**config.mk**
```make
export PLATFORM = sky130hd
export DESIGN_NAME = audio_i2s_tx_flat
export DESIGN_NICKNAME = d
export VERILOG_FILES = /design/src/rtl/audio_i2s_tx_if.sv /design/src/rtl/audio_i2s_tx.sv /design/src/flat_wrapper.sv
export SDC_FILE = /design/constraint.sdc
export NUM_CORES = 1
export LEC_CHECK = 0
export CAP_MARGIN = 40
export CORE_ASPECT_RATIO = 1.4
export CORE_MARGIN = 2
export CORE_UTILIZATION = 40
export DETAILED_ROUTE_END_ITERATION = 6
export PLACE_DENSITY_LB_ADDON = 0.12
export SETUP_SLACK_MARGIN = 0.15
export SLEW_MARGIN = 5
export SYNTH_ARGS = -nofsm -noshare
export SYNTH_HDL_FRONTEND = slang
export SYNTH_SLANG_ARGS = --single-unit
```
**constraint.sdc**
```tcl
create_clock -name CLK -period 1.98 [get_ports CLK]
set_input_delay 0.396 -clock CLK [delete_from_list [all_inputs] [get_ports CLK]]
set_output_delay 0.396 -clock CLK [all_outputs]
set_load 0.03 [all_outputs]
```
**src/rtl/audio_i2s_tx_if.sv**
```systemverilog
// Sample-pair handshake between a PCM producer and the I2S transmitter.
// Handshake: a pair transfers on a clock edge where SAMPLE_VALID and
// SAMPLE_READY are both high; the producer holds SAMPLE_L/SAMPLE_R stable
// and may keep SAMPLE_VALID high until that edge. SAMPLE_READY depends only
// on registered state inside the consumer.
interface audio_i2s_tx_if #(
    parameter int DATA_W = 16
);
    logic [DATA_W-1:0] SAMPLE_L;
    logic [DATA_W-1:0] SAMPLE_R;
    logic              SAMPLE_VALID;
    logic              SAMPLE_READY;

    modport master (
        output SAMPLE_L,
        output SAMPLE_R,
        output SAMPLE_VALID,
        input  SAMPLE_READY
    );

    modport slave (
        input  SAMPLE_L,
        input  SAMPLE_R,
        input  SAMPLE_VALID,
        output SAMPLE_READY
    );
endinterface

```
**src/rtl/audio_i2s_tx.sv**
```systemverilog
// I2S / left-justified serial audio transmitter. BCK, LRCK and SDATA are
// flop outputs derived from CLK through a half-period counter; LRCK and
// SDATA only change on BCK falling events. One stereo pair is buffered.
module audio_i2s_tx #(
    parameter int DATA_W   = 16,
    parameter int HALF_BCK = 2,
    parameter int FMT_LJ   = 0
) (
    input  logic CLK,
    input  logic RESET_n,
    input  logic ENABLE,
    audio_i2s_tx_if.slave s_if,
    output logic I2S_BCK,
    output logic I2S_LRCK,
    output logic I2S_SDATA,
    output logic UNDERRUN
);
    localparam int SLOTS = 2 * DATA_W;
    localparam int SW    = $clog2(SLOTS);
    localparam int HW    = (HALF_BCK > 1) ? $clog2(HALF_BCK) : 1;
    localparam bit LJ    = (FMT_LJ != 0);

    logic [HW-1:0]     r_hcnt;
    logic              r_bck;
    logic [SW-1:0]     r_slot;
    logic              r_lrck;
    logic              r_sdata;
    logic              r_underrun;
    logic [SLOTS-1:0]  r_shift;
    logic              r_dly;
    logic              r_buf_full;
    logic [DATA_W-1:0] r_buf_l;
    logic [DATA_W-1:0] r_buf_r;

    logic              w_term;
    logic              w_fall;
    logic              w_frame;
    logic [SLOTS-1:0]  w_word;
    logic              w_lj_bit;
    logic [SW-1:0]     w_slot_nx;
    logic              w_lr_lj;
    logic              w_lr_i2s;

    assign w_term    = (r_hcnt == HW'(HALF_BCK - 1));
    // A falling event is the terminal count while BCK is currently high.
    assign w_fall    = ENABLE && w_term && r_bck;
    assign w_frame   = w_fall && (r_slot == '0);
    // An empty buffer at frame start sends a silent frame.
    assign w_word    = r_buf_full ? {r_buf_l, r_buf_r} : '0;
    assign w_lj_bit  = w_frame ? w_word[SLOTS-1] : r_shift[SLOTS-1];
    assign w_slot_nx = (r_slot == SW'(SLOTS - 1)) ? '0 : r_slot + 1'b1;
    assign w_lr_lj   = (r_slot >= SW'(DATA_W));
    // In I2S framing LRCK leads the data by one slot.
    assign w_lr_i2s  = (w_slot_nx >= SW'(DATA_W));

    assign s_if.SAMPLE_READY = !r_buf_full;
    assign I2S_BCK   = r_bck;
    assign I2S_LRCK  = r_lrck;
    assign I2S_SDATA = r_sdata;
    assign UNDERRUN  = r_underrun;

    // Bit-clock generation, slot sequencing and serial shifting.
    always_ff @(posedge CLK or negedge RESET_n) begin
        if (!RESET_n) begin
            r_hcnt     <= '0;
            r_bck      <= 1'b0;
            r_slot     <= '0;
            r_lrck     <= 1'b0;
            r_sdata    <= 1'b0;
            r_underrun <= 1'b0;
            r_shift    <= '0;
            r_dly      <= 1'b0;
        end else if (!ENABLE) begin
            r_hcnt     <= '0;
            r_bck      <= 1'b0;
            r_slot     <= '0;
            r_lrck     <= 1'b0;
            r_sdata    <= 1'b0;
            r_underrun <= 1'b0;
            r_shift    <= '0;
            r_dly      <= 1'b0;
        end else begin
            r_underrun <= w_frame && !r_buf_full;
            if (w_term) begin
                r_hcnt <= '0;
                r_bck  <= !r_bck;
            end else begin
                r_hcnt <= r_hcnt + 1'b1;
            end
            if (w_fall) begin
                r_slot  <= w_slot_nx;
                r_lrck  <= LJ ? w_lr_lj : w_lr_i2s;
                r_sdata <= LJ ? w_lj_bit : r_dly;
                r_dly   <= w_lj_bit;
                r_shift <= w_frame ? (w_word << 1) : (r_shift << 1);
            end
        end
    end

    // One-pair buffer: frame start drains it, a handshake fills it.
    always_ff @(posedge CLK or negedge RESET_n) begin
        if (!RESET_n) begin
            r_buf_full <= 1'b0;
            r_buf_l    <= '0;
            r_buf_r    <= '0;
        end else if (w_frame && r_buf_full) begin
            r_buf_full <= 1'b0;
        end else if (s_if.SAMPLE_VALID && !r_buf_full) begin
            r_buf_full <= 1'b1;
            r_buf_l    <= s_if.SAMPLE_L;
            r_buf_r    <= s_if.SAMPLE_R;
        end
    end
endmodule

```
**src/flat_wrapper.sv**
```systemverilog
// flat-port wrapper written by rule: the top's interface ports become plain ports
module audio_i2s_tx_flat 
#(
    parameter int DATA_W   = 16,
    parameter int HALF_BCK = 2,
    parameter int FMT_LJ   = 0
)
  (CLK, RESET_n, ENABLE, I2S_BCK, I2S_LRCK, I2S_SDATA, UNDERRUN, s_if_SAMPLE_L, s_if_SAMPLE_R, s_if_SAMPLE_VALID, s_if_SAMPLE_READY);
  audio_i2s_tx_if #(.DATA_W(DATA_W)) s_if_i ();
  input  logic CLK;
  input  logic RESET_n;
  input  logic ENABLE;
  output logic I2S_BCK;
  output logic I2S_LRCK;
  output logic I2S_SDATA;
  output logic UNDERRUN;
  input wire logic [$bits(s_if_i.SAMPLE_L)-1:0] s_if_SAMPLE_L;
  input wire logic [$bits(s_if_i.SAMPLE_R)-1:0] s_if_SAMPLE_R;
  input wire logic [$bits(s_if_i.SAMPLE_VALID)-1:0] s_if_SAMPLE_VALID;
  output wire logic [$bits(s_if_i.SAMPLE_READY)-1:0] s_if_SAMPLE_READY;
  assign s_if_i.SAMPLE_L = s_if_SAMPLE_L;
  assign s_if_i.SAMPLE_R = s_if_SAMPLE_R;
  assign s_if_i.SAMPLE_VALID = s_if_SAMPLE_VALID;
  assign s_if_SAMPLE_READY = s_if_i.SAMPLE_READY;
  audio_i2s_tx #(.DATA_W(DATA_W), .HALF_BCK(HALF_BCK), .FMT_LJ(FMT_LJ)) u_core (.CLK(CLK), .RESET_n(RESET_n), .ENABLE(ENABLE), .s_if(s_if_i), .I2S_BCK(I2S_BCK), .I2S_LRCK(I2S_LRCK), .I2S_SDATA(I2S_SDATA), .UNDERRUN(UNDERRUN));
endmodule
```
# Yosys cells after proc, flatten, opt, wreduce, memory -nomap -nowiden
# Index checks and enable logic that the tools add are counted.
totals:
  output_inout_bits: 5
  in_bits: 36
  elab_cells: 50
  register_bits: 76
classes:
  n_lt_le_gt_ge: 1
  eq_ne: 3
  addsub: 2
  bitwise: 1
  n_mux: 21
  n_reduce_logical: 11
ops:
  columns: ["operator", "count"]
  rows:
  - ["2-to-1 mux 32 bit", 4]
  - ["2-to-1 mux 5 bit", 3]
  - ["2-to-1 mux 1 bit", 14]
  - ["logical AND 1 bit", 6]
  - ["adder 5 x 1 -> 5 bit, second input constant", 1]
  - ["== test 5 bit, second input constant", 1]
  - ["greater-or-equal comparator 5 bit, second input constant", 1]
  - ["logical NOT 5 bit", 1]
  - ["!= test 2 x 1 -> 1 bit, second input constant", 2]
  - ["logical NOT 1 bit", 2]
  - ["AND reduction 2 bit", 1]
  - ["nonzero test 2 bit", 1]
  - ["adder 1 bit, second input constant", 1]
  - ["NOT 1 bit", 1]

# Longest topological paths before layout
# Gate-level depths: netlist of the first run.
depth:
  depth_word: 6
  mapped_depth: 6
  mapped_depth_nobuf: 6

# Worst setup path after synthesis of the first run
# OpenSTA, ideal clock, no wires.
synth_path:
  path_type: "register -> register"
  start: "register u_core.I2S_LRCK (netlist name)"
  end: "register u_core.r_dly"
  path_buffers: 1
  arrival_time_ns: 1.445
  path_slack_ns: 0.403
  required_ns: 1.848
  stages_incl_launch_ff: 5
  period_less_slack_ns: 1.577
  setup_ns: 0.132
  cell_sequence: "dfrtp_1 > nor4b_4 > buf_6 > mux2i_1 > o21ai_1"
synth_rtl:
  columns: ["element", "line", "rtl"]
  rows:
  - ["to (signal assigned)", "audio_i2s_tx.sv:94", "r_dly <= w_lj_bit;"]
  - ["to (decl)", "audio_i2s_tx.sv:30", "logic r_dly;"]

# Worst setup path in the final report of the first run
layout_path:
  start: "register u_core.r_sdata, in the netlist u_core.I2S_SDATA"
  end: "output port I2S_SDATA"
layout_rtl:
  columns: ["element", "line", "rtl"]
  rows:
  - ["from (decl)", "audio_i2s_tx.sv:27", "logic r_sdata;"]
  - ["from (signal assigned)", "audio_i2s_tx.sv:93", "r_sdata <= LJ ? w_lj_bit : r_dly;"]
  - ["to (decl)", "flat_wrapper.sv:15", "output logic I2S_SDATA;"]
# No word-level cell between the ends.

==> summary.md, run 1 <==
| Metric | Value |
|---|---|
| Status | finished clean |
| Cell taking the most area after synthesis | dfrtp_1 |
| Final cell count without fillers | 436 |
| Placer Congestion | 0.707 |
| Met3 wire length | approximately 250 microns |
| Reg2reg end | u_core.r_slot[2]$_DFFE_PN0P_ |
| Die width | 81.3 microns |
| Largest stage delay, worst path | 0.68 ns |
| Final number of setup-violating endpoints | 0 |
| Layout area overhead | 24.6% |
| WP data arrival | 1.38 ns |
| DP HPWL | 3.97 mm |
| Reg clk slew, reported paths | 0.06 ns |
| Vias per cell | 4.97 |
| Seq/Total Area, Yosys | 0.554 |
| Main area contributors after synthesis | dfrtp_1 55%, mux2_2 11%, mux2i_1 9.3% |
| Global Route Usage Sum | 0.151 |
| Core ar. | 8150 sq um |
| First-pass detailed-route iteration total | 4 |
| WS Path Type | reg -> out |
| Clock root buffer | clkbuf_16 |
| DR WL/cell | roughly 14 microns |
| Clk buf depth | 2 |
| Post-route cell area | 4170 sq um |
| Cells along the critical path | clkdlybuf4s50_1 |
| PwrDens | 1220 nW/um^2 |
| Syn nets | ~330 |
| # port buffers | 40 |
| Synth Cell Area | 3340 sq um |
| Die height | 112 microns |
| Final Hold Fails | 0 |
| Met2 routed WL | roughly 3 mm |
| Final wirelength | 6.18 mm |
| Cell family with most CP delay | buffers and inverters |
| Post-Syn Instances | 287 |
| Clk_lat worst skew | 0.33 ns |
| Ys async rst share | 1.00 |
| Clock Skew | approximately 0.0061 ns |
| Number of synthesized register bits | 74 |
| Placed instance area | ~4000 sq um |
| H-tree Lvls | 3 |
| ANT cells | 0 |
| Setup WS pre-CTS | 0.147 ns |
| Layout cell share with drive strength beyond 1 | 0.171 |
| Fmax achieved | 562 MHz |
| Sink Count | 74 |
| Worst r2r src | u_core.r_slot[0]$_DFFE_PN0P_ |
| Routed vias | 2,166 |
| Footprint of the multi-input gates | between 1000 and 1500 sq um |
| RSZ-0062 raised after global routing | true |
| Worst relative slew slack | 0.614 |
| Avg Cell Area, Syn | 11.7 sq um |
| Slew @ Worst Pin | slightly below 0.6 ns |
| Critical path's slowest cell | clkdlybuf4s50_1 |
| Leakage power | 2.01 nW |
| Register area | about 1900 sq um |
| Initial DRC count | 110 |
| Synth cell count leaders | 74 x dfrtp_1, 33 x nand2_1, 32 x and2_1, 32 x mux2_2, 31 x mux2i_1 |
| Num ports | just over 40 |
| Row Count | 39 |
| Grt total ovfl | 0 |
| Num CTS Buffers | 9 |
| Hold-fix buffers, CTS | 0 |
| Top-count cell post-synth | dfrtp_1 |
| Share of the synthesized area in the top cell type | 0.554 |
| Vias in the first global route | 2,299 |
| First-pass GRT wire length | 10.6 mm |
| DRC viols | 0 |
| Setup WS post-layout | 0.201 ns |
| Detail Route Antenna Nets | 0 |
| Buffers & Inverters on Critical Path | 1 |
| Ys flop type | dfrtp_1 |
| Distinct cell type count of the synthesized netlist | 25 |
| Hold crit path type | in -> async |
| Nets | about 370 |
| Initial antenna violation count | 0 |
| Max-slew violation count | 0 |
| Required time of the critical path | approximately 1.6 ns |
| Final Util | 0.511 |
| Reg2reg path depth | 6 |
| Post-synth EDFFs | 0 |
| CP max FO | 2 |
| WL met1 | 2.81 mm |
| CTS tree | built |
| Initial Util | 0.410 |
| Max cap viols | 0 |
| Largest net degree at the start of global routing | between 40 and 50 |
| Crit share post-route | 0.899 |
| Placed Cells | 420 |
| Setup TNS Final | 0 ns |
| Total die area | between 9000 and 10,000 sq um |
| Yosys warning total | 0 |
| Worst R2R Setup Slack | 0.28 ns |
| Worst Setup End Kind | primary output |
| Min Tclk post-route | 1.78 ns |
| Fill count | roughly 730 |
| Top Metal Used | met4 |
| Maximum VDD drop | about 0.0007 V |
| Worst setup SP type | flop |
==> through the flow <==
stage / total power (W) / hold WS (ns)
after global placement: 0.00357 / 0.446
after global routing: 0.00544 / 0.107
final: 0.00509 / 0.0567
after detailed placement: 0.00360 / 0.441
after CTS: 0.00518 / 0.0857
after floorplan: 0.00317 / 0.100
==> registers in the layout (all words and copies together), names as in the netlist <==
register           flops
u_core.r_buf_r        16
u_core.I2S_BCK         1
u_core.r_buf_l        16
u_core.I2S_LRCK        1
u_core.I2S_SDATA       1
u_core.r_buf_full      1
u_core.UNDERRUN        1
u_core.r_slot          4
u_core.r_dly           1
u_core.r_hcnt          1
u_core.r_shift        31
==> cells in the final DEF, fill, tap and decap left out, drive strengths merged, types with 2 or more instances in the layout <==
cell / count
dlygate4sd2: 3
clkbuf: 13
o21bai: 2
and3: 2
clkdlybuf4s50: 36
ha: 3
nand2: 33
buf: 10
nor2b: 2
dfrtp: 74
mux2: 32
clkinv: 2
o21ai: 36
inv: 6
nand3: 5
mux2i: 31
and2: 32
a21o: 3
nor3b: 2
==> timing repair <==
item | CTS | global route
setup endpoints to repair | 3 | 2
buffers inserted | 0 | 0
hold endpoints to repair | 0 | 0
resized for setup | 3 | 0
==> layer usage <==
metal	vias up	global-route usage
met4	0	0.0576
met2	37	0.250
met5	-	0
li1	1058	-
met3	8	0.0434
met1	1063	0.184
==> power breakdown <==
group / internal [W] / switching, W
Clock: 0.000973 / 0.000591
Sequential: 0.00190 / 0.000189
Combinational: 0.000828 / 0.000610
==> worst max path at each step <==
stage                                     end                          from  slack (ns)  depth (start not counted)
2_1_floorplan        u_core.r_dly$_DFFE_PN0P_   u_core.I2S_LRCK$_DFFE_PN0P_        0.40                          4
3_3_place_gp   u_core.r_shift[17]$_DFFE_PN0P_                        ENABLE        0.18                          5
3_5_place_dp   u_core.r_shift[18]$_DFFE_PN0P_                        ENABLE        0.15                          5
4_1_cts                             I2S_SDATA  u_core.I2S_SDATA$_DFFE_PN0P_        0.18                          1
5_1_grt          u_core.r_slot[2]$_DFFE_PN0P_  u_core.r_slot[0]$_DFFE_PN0P_        0.11                          6
6_report                            I2S_SDATA  u_core.I2S_SDATA$_DFFE_PN0P_        0.20                          1
==> kinds of logic (layout without fill, tap and decap cells) <==
family	Yosys count	count (layout)	share of synthesized area
AOI/OAI and AO/OA	42	42	0.0673
xor gates and xnor gates	1	1	0.00262
adders and majority gates	3	3	0.0112
buffers and inverters	24	71	0.0355
DFF	74	74	0.554
muxes	63	63	0.201
and+or+nand+nor	80	80	0.129
==> layout make-up <==
| cell class | count | area share |
|---|---|---|
| clock inverters | 3 | 0.00961 |
| well taps | 102 | 0.0306 |
| flip-flops and latches | 74 | 0.444 |
| clock buffers | 13 | 0.0577 |
| inverters | 6 | 0.00541 |
| multi-input cells | 189 | 0.332 |
| repair buffers | 49 | 0.120 |
Note: power is estimated with default switching activity, not from simulation.
==> run 2, diff against run 1 <==
==> constraint.sdc (replaced) <==
create_clock -name CLK -period 2 [get_ports CLK]
set_input_delay 0.4 -clock CLK [delete_from_list [all_inputs] [get_ports CLK]]
set_output_delay 0.4 -clock CLK [all_outputs]
set_load 0.03 [all_outputs]
==> run 2 against run 1 <==
Compared with the run above: combinational power barely moved; power rose by 5.7%; sequential share of layout area fell by 0.77 points; highest routed layer unchanged.
==> summary.md, run 2 (synthesized netlist as in run 1, its figures left out) <==
| Metric | Value |
|---|---|
| Largest Register | u_core.r_shift |
| Leakage power | 2.04 nW |
| Max-slew violation count | 0 |
| Global Route Usage Sum | 0.154 |
| ANT cells | 0 |
| Most frequent cells in the layout | 74 x dfrtp_1, 36 x clkdlybuf4s50_1, 33 x nand2_1 |
| Register area | between 1500 and 2000 sq um |
| First-pass GRT wire length | 10.6 mm |
| First-pass detailed-route iteration total | 4 |
| Final wirelength | between 6 and 7 mm |
| Setup TNS Final | 0 ns |
| Worst setup SP type | flop |
| Worst r2r src | u_core.r_slot[0]$_DFFE_PN0P_ |
| Num CTS Buffers | 9 |
| WS Path Type | reg -> out |
| Sink Count | between 70 and 80 |
| Worst path depth | 1 |
| Maximum VDD drop | 0.000806 V |
| Status | finished clean |
| Reg clk slew, reported paths | ~0.060 ns |
| CP max FO | 2 |
| Critical path's slowest cell | clkdlybuf4s50_1 |
| CTS tree | built |
| Layout cell share with drive strength beyond 1 | 0.180 |
| Final Hold Fails | 0 |
| Total die area | 9120 sq um |
| Post-CTS Setup Inserts | 0 |
| Min Tclk post-route | 1.78 ns |
| Placer Congestion | 0.707 |
| Clk_lat worst skew | about 0.33 ns |
| Die height | 112 microns |
| Initial DRC count | 170 |
| Commonest non-fill, non-tap cell in the layout | dfrtp_1 |
| Required time of the critical path | 1.60 ns |
| Clock root buffer | clkbuf_16 |
| Final number of setup-violating endpoints | 0 |
| Num ports | 41 |
| Die width | 81.3 microns |
| Layout area overhead | 26.8% |
| Routed vias | 2,179 |
| Max cap viols | 0 |
| DR WL/cell | between 10 and 15 microns |
| Vias in the first global route | 2,310 |
| Cell family with most CP delay | buffers and inverters |
| Fill count | 742 |
| DP HPWL | roughly 4 mm |
| Worst relative slew slack | 0.618 |
| H-tree Lvls | 3 |
| Reg2reg path depth | 6 |
| Nets | 368 |
| Critical path startpoint | u_core.I2S_SDATA$_DFFE_PN0P_ |
| Initial Util | 0.410 |
| Vias per cell | 5.00 |
| # port buffers | 40 |
| Crit share post-route | 0.891 |
| Initial antenna violation count | 0 |
| RSZ-0062 raised after global routing | true |
| Clk buf depth | 2 |
| DRC viols | 0 |
| Largest register FFs | 31 |
| Biggest regs | u_core.r_shift x31, u_core.r_buf_l x16, u_core.r_buf_r x16 |
| Cells along the critical path | clkdlybuf4s50_1 |
| Grt total ovfl | 0 |
| Detail Route Antenna Nets | 0 |
| Hold crit path type | in -> async |
| Tot Pwr | 0.00538 W |
| WP data arrival | ~1.4 ns |
| Clock Skew | 0.00528 ns |
| Buffers & Inverters on Critical Path | 1 |
| Largest stage delay, worst path | 0.68 ns |
| Core ar. | 8150 sq um |
| Slew @ Worst Pin | 0.574 ns |
| PwrDens | 1270 nW/um^2 |
| Fmax achieved | between 500 and 600 MHz |
| Footprint of the multi-input gates | about 1400 sq um |
| Worst Setup End Kind | primary output |
| Largest net degree at the start of global routing | 45 |
| Row Count | 39 |
[run 2: routing by layer]
metal | vias to the layer above | part of all wire | GRT usage
met2 | 32 | 0.50 | 0.256
met3 | 11 | 0.030 | 0.0338
met4 | 0 | 0.027 | 0.0847
li1 | 1064 | - | -
met1 | 1072 | 0.45 | 0.181
met5 | - | 0 | 0
[run 2: power breakdown]
part           internal [W]  leakage (nW)  switching (W)
Clock               0.00129         0.169       0.000605
Sequential          0.00188         0.954       0.000187
Combinational      0.000820         0.917       0.000602
[run 2: cell type report]
type / instances / share of cell area
clock inverter: 4 / 0.0230
inverter: 6 / 0.00531
tap: 102 / 0.0301
timing repair buffer: 49 / 0.118
clock buffer: 12 / 0.0605
sequential: 74 / 0.437
multi-input combinational: 189 / 0.327
[run 2: per-stage QoR]
stage | area, sq um | setup WS, ns | instances | utilization | hold WS, ns
global route | 4240 | 0.136 | 436 | 0.520 | 0.110
finish | 4240 | 0.219 | 436 | 0.520 | 0.0601
floorplan | 3340 | 0.423 | 287 | - | 0.104
detailed placement | 3890 | 0.156 | 420 | 0.477 | 0.445
CTS | 4240 | 0.206 | 436 | 0.520 | 0.0873
global placement | 3890 | 0.194 | 420 | 0.477 | 0.450
[run 2: repair_timing]
item | CTS | global route
setup endpoints to repair | 3 | 1
hold buffers | 0 | 0
cloned | 0 | 0
gates resized for setup | 3 | 0
[run 2: final timing paths]
path                                                  end  slack (ns)
max                                             I2S_SDATA        0.22
min                          u_core.r_slot[2]$_DFFE_PN0P_        0.06
max reg2reg                  u_core.r_slot[2]$_DFFE_PN0P_        0.30
min reg2reg                u_core.r_shift[22]$_DFFE_PN0P_        0.48
max in group asynchronous   u_core.r_buf_r[6]$_DFFE_PN0P_        1.39
min in group CLK           u_core.r_shift[22]$_DFFE_PN0P_        0.48
[run 2: worst reg2reg max path, stage by stage, from the launching register on]
cell and delay, ns:
dfrtp_1 0.41, ha_1 0.24, and3_1 0.20, ha_1 0.17, nand4b_1 0.26, nor3b_1 0.26, a21o_1 0.10
